--- src/rtl/instr_fetch.sv ---
// instr_fetch: instruction fetch unit with a single outstanding memory request.
//
// The unit holds one instruction at a time. It requests a word from
// instruction memory, captures it into the instruction register (IR), and
// presents it downstream until the consumer accepts it. The next fetch
// address is then chosen from the next-PC controls.
//
// Ports:
//   clk          sole clock; all state updates on the rising edge
//   rst          synchronous active-high reset
//   imem_req     registered fetch request to instruction memory
//   imem_addr    registered, word-aligned fetch address
//   imem_ack     memory returns imem_rdata this cycle (ignored while imem_req=0)
//   imem_rdata   instruction word from memory
//   instr_valid  instr / imm16 / pc hold a fetched instruction
//   instr_ready  consumer accepts the instruction when instr_valid=1
//   instr        instruction register
//   imm16        IR[15:0], fed to the immediate extender
//   pc           address of the instruction held in IR
//   npc_op       next-PC select: 00 seq, 01 branch, 10 jump, 11 register jump
//   branch_taken qualifies a branch
//   imm32        extended immediate, word offset for branches
//   jr_target    register-jump target
module instr_fetch #(
    parameter logic [31:0] RESET_PC = 32'h0000_3000
) (
    input  logic        clk,
    input  logic        rst,
    output logic        imem_req,
    output logic [31:0] imem_addr,
    input  logic        imem_ack,
    input  logic [31:0] imem_rdata,
    output logic        instr_valid,
    input  logic        instr_ready,
    output logic [31:0] instr,
    output logic [15:0] imm16,
    output logic [31:0] pc,
    input  logic [1:0]  npc_op,
    input  logic        branch_taken,
    input  logic [31:0] imm32,
    input  logic [31:0] jr_target
);

    typedef enum logic [1:0] {IDLE, FETCH, HOLD} state_t;

    state_t state;

    // Next fetch address for the instruction in IR. All additions are plain
    // 32-bit and wrap; the branch offset is a signed word count, so shifting
    // it left by two and adding modulo 2^32 handles negative offsets.
    function automatic logic [31:0] next_pc(
        input logic [31:0] cur_pc,
        input logic [31:0] ir,
        input logic [1:0]  op,
        input logic        taken,
        input logic [31:0] imm,
        input logic [31:0] jr
    );
        logic        [31:0] seq;
        logic signed [31:0] offset;
        logic        [31:0] result;
        seq    = cur_pc + 32'd4;
        offset = $signed(imm) <<< 2;
        case (op)
            2'b01:   result = taken ? (seq + $unsigned(offset)) : seq;
            2'b10:   result = (seq & 32'hF000_0000) | ((ir & 32'h03FF_FFFF) << 2);
            2'b11:   result = jr & 32'hFFFF_FFFC;
            default: result = seq;
        endcase
        return result;
    endfunction

    assign imm16 = instr[15:0];

    // imem_addr doubles as the fetch PC: it is only updated when a new request
    // is launched, so it never moves while a request is outstanding.
    always_ff @(posedge clk) begin
        if (rst) begin
            state       <= IDLE;
            imem_req    <= 1'b0;
            imem_addr   <= RESET_PC;
            instr_valid <= 1'b0;
            instr       <= 32'd0;
            pc          <= 32'd0;
        end else begin
            case (state)
                IDLE: begin
                    state    <= FETCH;
                    imem_req <= 1'b1;
                end
                FETCH: begin
                    if (imem_ack) begin
                        state       <= HOLD;
                        imem_req    <= 1'b0;
                        instr       <= imem_rdata;
                        pc          <= imem_addr;
                        instr_valid <= 1'b1;
                    end
                end
                HOLD: begin
                    if (instr_ready) begin
                        state       <= FETCH;
                        imem_req    <= 1'b1;
                        imem_addr   <= next_pc(pc, instr, npc_op, branch_taken,
                                               imm32, jr_target);
                        instr_valid <= 1'b0;
                    end
                end
                default: begin
                    state       <= IDLE;
                    imem_req    <= 1'b0;
                    instr_valid <= 1'b0;
                end
            endcase
        end
    end

endmodule

--- config.mk ---
export PLATFORM = sky130hd
export DESIGN_NAME = instr_fetch
export DESIGN_NICKNAME = d
export VERILOG_FILES = /design/src/rtl/instr_fetch.sv
export SDC_FILE = /design/constraint.sdc
export NUM_CORES = 1
export LEC_CHECK = 0
export CORE_MARGIN = 4
export CORE_UTILIZATION = 51
export DETAILED_ROUTE_END_ITERATION = 8
export HOLD_SLACK_MARGIN = 0.03
export PLACE_DENSITY_LB_ADDON = 0.12
export RECOVER_POWER = 50
export SETUP_SLACK_MARGIN = 0.4
export SLEW_MARGIN = 0
export SYNTH_ARGS = -nofsm -noshare
export SYNTH_HDL_FRONTEND = slang
export SYNTH_SLANG_ARGS = --single-unit
--- constraint.sdc ---
create_clock -name clk -period 6.7 [get_ports clk]
set_input_delay 1.34 -clock clk [delete_from_list [all_inputs] [get_ports clk]]
set_output_delay 1.34 -clock clk [all_outputs]
set_load 0.005 [all_outputs]
* Word level (Yosys, flattened, before mapping)
Index checks and enable logic that the tools add are counted.
** Cells by class
- $add $sub $neg :: 2
- Multiply operators :: 0
- Divide/modulo/power cells :: 0
- Order comparisons :: 0
- Equality and inequality tests :: 7
- Shift operators :: 0
- Multiplexer cells :: 11
- Bitwise logic cells :: 2
- Reductions and logical operators :: 5
** Operator list (count)
- 32-bit one-hot mux with 3 select lines :: 1
- 32-bit by 3-bit adder with 32-bit output (second input constant) :: 1
- 32-bit adder :: 1
- 32-bit two-way mux :: 1
- 32-bit by 28-bit bitwise OR with 32-bit output :: 1
- 2-bit equality test (second input constant) :: 3
- 1-bit one-hot mux with 3 select lines :: 2
- 2-bit one-hot mux with 3 select lines :: 1
- 2-bit AND reduction :: 3
- 2-bit by 1-bit equality test with 1-bit output (second input constant) :: 2
- 1-bit two-way mux :: 4
- 2-bit two-way mux :: 2
- 2-bit != test (second input constant) :: 2
- 3-bit AND reduction :: 1
- 2-bit logical NOT :: 1
- 1-bit NOT :: 1
** Storage, ports and cells
- Flip-flop bits (word level) :: 100
- Bits in latches :: 0
- Memory bits (writable) :: 0
- ROM bits :: 0
- Bits of input ports :: 103
- Output and inout port bits :: 114
- Memories :: 0

* Depth between registers and ports, before layout
- Depth in word-level cells :: 4
- Mapped depth :: 15
- Mapped depth without buffers :: 15

* Worst setup path after synthesis
OpenSTA, ideal clock, no wires.
- Kind :: input to register
- Start :: in imm32[0]
- End :: reg imem_addr[30]
- Library setup time :: 86 ps
- Data arrival time :: 3744 ps
- Setup slack :: 2870 ps
- Stages on the path :: 12
- Cells stage by stage :: ha_1 -> inv_1 -> fa_1 -> nand2b_1 -> a21oi_2 -> o31ai_2 -> o211a_2 -> o31ai_4 -> a21boi_1 -> nand4bb_1 -> a211o_1 -> a211oi_1
** Between the ends
- Word-level cells in the longest chain between the ends :: 3
** RTL lines
- start, declared :: RTL line 40 : input logic [31:0] imm32,
- 32-bit adder :: RTL line 65 : 2'b01: result = taken ? (seq + $unsigned(offset)) : seq;
- 32-bit two-way mux :: RTL line 65
- 32-bit one-hot mux with 3 select lines :: RTL line 64 : case (op)
- end signal, assigned :: RTL line 104 : imem_addr <= next_pc(pc, instr, npc_op, branch_taken,
- end, declared :: RTL line 30 : output logic [31:0] imem_addr,
Every way passes these cells.
A chain may end at the register's enable or synchronous reset.

==> summary.md <==
| Metric | Value |
|---|---|
| Slowest CP cell | `clkbuf_1` |
| Critical Setup Path Class | `input port to flip-flop` |
| Via density per instance | `5.76` |
| Critical path fanouts, max | `101` |
| Start point of the worst min-delay path | `instr[28]$_SDFFE_PP0P_` |
| Setup skew after layout | `roughly 0.009 ns` |
| Met1 track demand over resource | `40.3%` |
| Pre-CTS setup slack | `1.99 ns` |
| List of most frequent post-synthesis cells | `nand2_1, a21oi_1, dfxtp_1, nor2_1, ha_1` |
| Switching power share of the total | `27.6%` |
| Antenna-violating nets left | `0` |
| Worst endpoint required time | `6.76 ns` |
| Final Cycle Share | `74.5%` |
| Final HPWL from detailed placement | `16100 um` |
| Die Footprint | `0.0147 mm^2` |
| Result of the run | `finished with violations` |
| Global Route met3 Usage | `7.27%` |
| Crit path time final | `4.99 ns` |
| Nature of the critical path startpoint | `input port` |
| Synthesis Warnings | `0` |
| Net switching component of the power | `between 300 and 400 uW` |
| Net count after synthesis | `998` |
| Vertical extent of the die | `121 um` |
| Fraction of layout cells with a size suffix above 1 | `4.56%` |
| Mean instance size in the synthesized netlist | `7.59 um^2` |
| Initial Util | `51.9%` |
| Design internal power | `1.01 mW` |
| Maximum root-to-sink buffer count | `2` |
| Post-route setup TNS | `0 ns` |
| Share of synthesized area occupied by flip-flops and latches | `30.4%` |
| Pwr per Cell Area | `158 mW/mm^2` |
| First-pass GRT wire length | `33500 um` |
| Area of the placeable core | `0.0126 mm^2` |
| Sort of element at the end of the critical path | `flip-flop` |
| Final setup viols | `0` |
| Total iterations of the first detailed-routing run | `5` |
| Number of synthesized register bits | `~100` |
| Most repeated cell in the gate-level netlist after synthesis | `nand2_1` |
| Max IR drop VDD | `0.0912 mV` |
| Final global-route overflow total | `0` |
| Number of global-route vias before repair | `6472` |
| Static leakage power | `3.59 nW` |
| Main flop type after synthesis | `dfxtp_1` |
| Worst r2r src | `pc[5]$_SDFFE_PP0P_` |
| Detailed-route wire length per cell | `18.0 um` |
| Count of cells resized by post-cts repair | `0` |
| Critical Path Source | `rst` |
| Total Routing Usage GR | `approximately 29%` |
| Delay contributed by the slowest stage of the critical path | `3.24 ns` |
| Fmax | `200 MHz` |
| Largest net degree at the start of global routing | `102` |
| GRT met2 Usage | `44.1%` |
| Antenna violations before repair | `0` |
| Source-to-sink clock delay at the later pin of the worst-skew pair | `between 0.3 and 0.4 ns` |
| Count of unique library cells instantiated by Yosys | `76` |
| Share of total power in the clock network | `36.2%` |
| Count of buffers added by post-CTS timing repair for setup | `0` |
| Slew Limit Headroom | `-212%` |
| H-tree depth | `3` |
| Number of nets in the final layout | `1165` |
| Mapped Cells | `859` |
| Share of flip-flops with an asynchronous set or reset | `0%` |
| Post-synthesis instance area | `0.00652 mm^2` |
| Top-area cell type share of the netlist area | `30.4%` |
| Slew Limit Fails | `102` |
| Cell types occupying the most area after synthesis | `dfxtp_1, nand2_1, a21oi_1` |
| Gate power share | `19.2%` |
| Fin worst setup slack | `approximately 1.7 ns` |
| Port buffer count | `approximately 210` |
| Number of maximum-capacitance constraint violations | `1` |
| Number of buffers and inverters on the critical path | `1` |
| Unrepaired setup endpoints after global routing | `no` |
| Violated checks | `max-capacitance violations, max-slew violations` |
| Sink count of the clock tree | `between 90 and 100` |
| Placement row count | `41` |
| Hold Fails Final Rpt | `0` |
| Critical-path cell list | `clkbuf_1 > nand3b_1 > o41ai_2` |
| Most utilized layer in the global route result | `met2` |
| CTS tree | `built` |
| Kind of path behind the tightest hold check | `flip-flop to flip-flop` |
| I/O pin count | `roughly 220` |
| DRC violations left | `0` |
| Total number of vias | `6921` |
| Critical path's top delay family | `buffers and inverters` |
| Number of synthesized flops with an enable pin | `0` |
| TritonCTS buffer count | `9` |
| First-iteration detailed-routing DRC count | `625` |
| Layout overhead on the synthesized area | `35.7%` |
| Final Wtd Congestion | `0.920` |
| Cell type contributing the most total cell area after synthesis | `dfxtp_1` |
| Hold bufs inserted after CTS | `0` |
| Worst-margin pin slew | `4.68 ns` |
| Overall die width | `121 um` |
| Number of antenna cells inserted | `0` |
| Post-CTS clock slew at the launch and capture registers of the worst setup and hold paths | `0.07 ns` |
| Arrival time at the worst endpoint | `5.05 ns` |
| Total length of routed wires | `between 20000 and 25000 um` |
| Portion of total power attributed to sequential cells | `around 45%` |
| Cell chosen for the clock root | `clkbuf_16` |
## cells in the final DEF (no fill, tap or decap), types with 9 or more instances in the layout
| master | instances |
|---|---|
| inv_1 | 9 |
| a21oi_1 | 110 |
| a221oi_1 | 11 |
| a21o_1 | 9 |
| xor2_1 | 19 |
| mux2i_1 | 13 |
| nand2_1 | 177 |
| nor2_1 | 63 |
| nor3_1 | 28 |
| clkbuf_16 | 9 |
| a211oi_1 | 12 |
| dlygate4sd3_1 | 89 |
| and3_1 | 9 |
| xnor2_1 | 29 |
| o21ai_0 | 29 |
| nand3_1 | 28 |
| clkdlybuf4s50_1 | 122 |
| ha_1 | 35 |
| dfxtp_1 | 99 |
## flip-flops by register name, summed over array words and instances, names as in the netlist
register / count
instr_valid: 1
instr: 32
state: 2
imem_addr: 32
pc: 32
## path summary, 6_finish.rpt
path	to	slack (ns)	cells past startpoint
setup / recovery	imem_addr[22]$_SDFFE_PP0P_	1.71	3
setup reg to reg	imem_addr[29]$_SDFFE_PP0P_	2.25	14
hold / removal	instr[28]$_SDFFE_PP0P_	0.45	2
hold reg to reg	instr[28]$_SDFFE_PP0P_	0.45	2
## metrics by stage
stage	instance area [um^2]	hold slack [ns]	std cells	total power, mW	util [%]
after floorplan	6520	0.453	859	0.773	-
after global placement	8580	0.441	1187	0.906	68.3
after detailed placement	8580	0.450	1187	0.909	68.3
after CTS	8860	0.457	1202	1.41	70.5
after global routing	8850	0.475	1202	1.45	70.5
final	8850	0.449	1202	1.40	70.5
## worst min-delay path: cells and delay by family, from the launching register on
family          cells  cell delay (ns)
flops               1             0.31
compound gates      1             0.05
simple gates        1             0.05
## logic make-up (layout without fill, tap and decap cells)
family | after synthesis | in the layout | share of synthesized area, %
DFF | 99 | 99 | 30.4
adders and majority gates | 36 | 36 | 7.02
muxes | 17 | 17 | 3.03
buffers and inverters | 72 | 243 | 5.72
and+or+nand+nor | 354 | 354 | 24.5
xor gates and xnor gates | 48 | 48 | 6.44
AOI/OAI and AO/OA | 233 | 233 | 22.9
## layout make-up
type	instances	area [um^2]
Sequential cell	99	1980
Fill cell	1097	3710
Multi-Input combinational cell	688	4180
Clock buffer	12	256
Clock inverter	3	22.5
Inverter	9	33.8
Timing Repair Buffer	219	2170
Tap cell	172	215
## power groups by stage
| stage | logic (mW) | clock network (mW) | registers [mW] |
|---|---|---|---|
| final | 0.269 | 0.506 | 0.623 |
| after global routing | 0.291 | 0.529 | 0.625 |
| after CTS | 0.274 | 0.509 | 0.623 |
| after detailed placement | 0.272 | 0 | 0.637 |
| after global placement | 0.270 | 0 | 0.636 |
| after floorplan | 0.139 | 0 | 0.634 |
## metal layers
layer	part of all wire, %	vias to the layer above	wire length [um]
met5	0	-	0
met4	1.7	0	375
met3	9.6	31	2080
met2	44	329	9540
met1	45	3178	9650
li1	-	3383	-
Power figures use the tool's default switching activity.
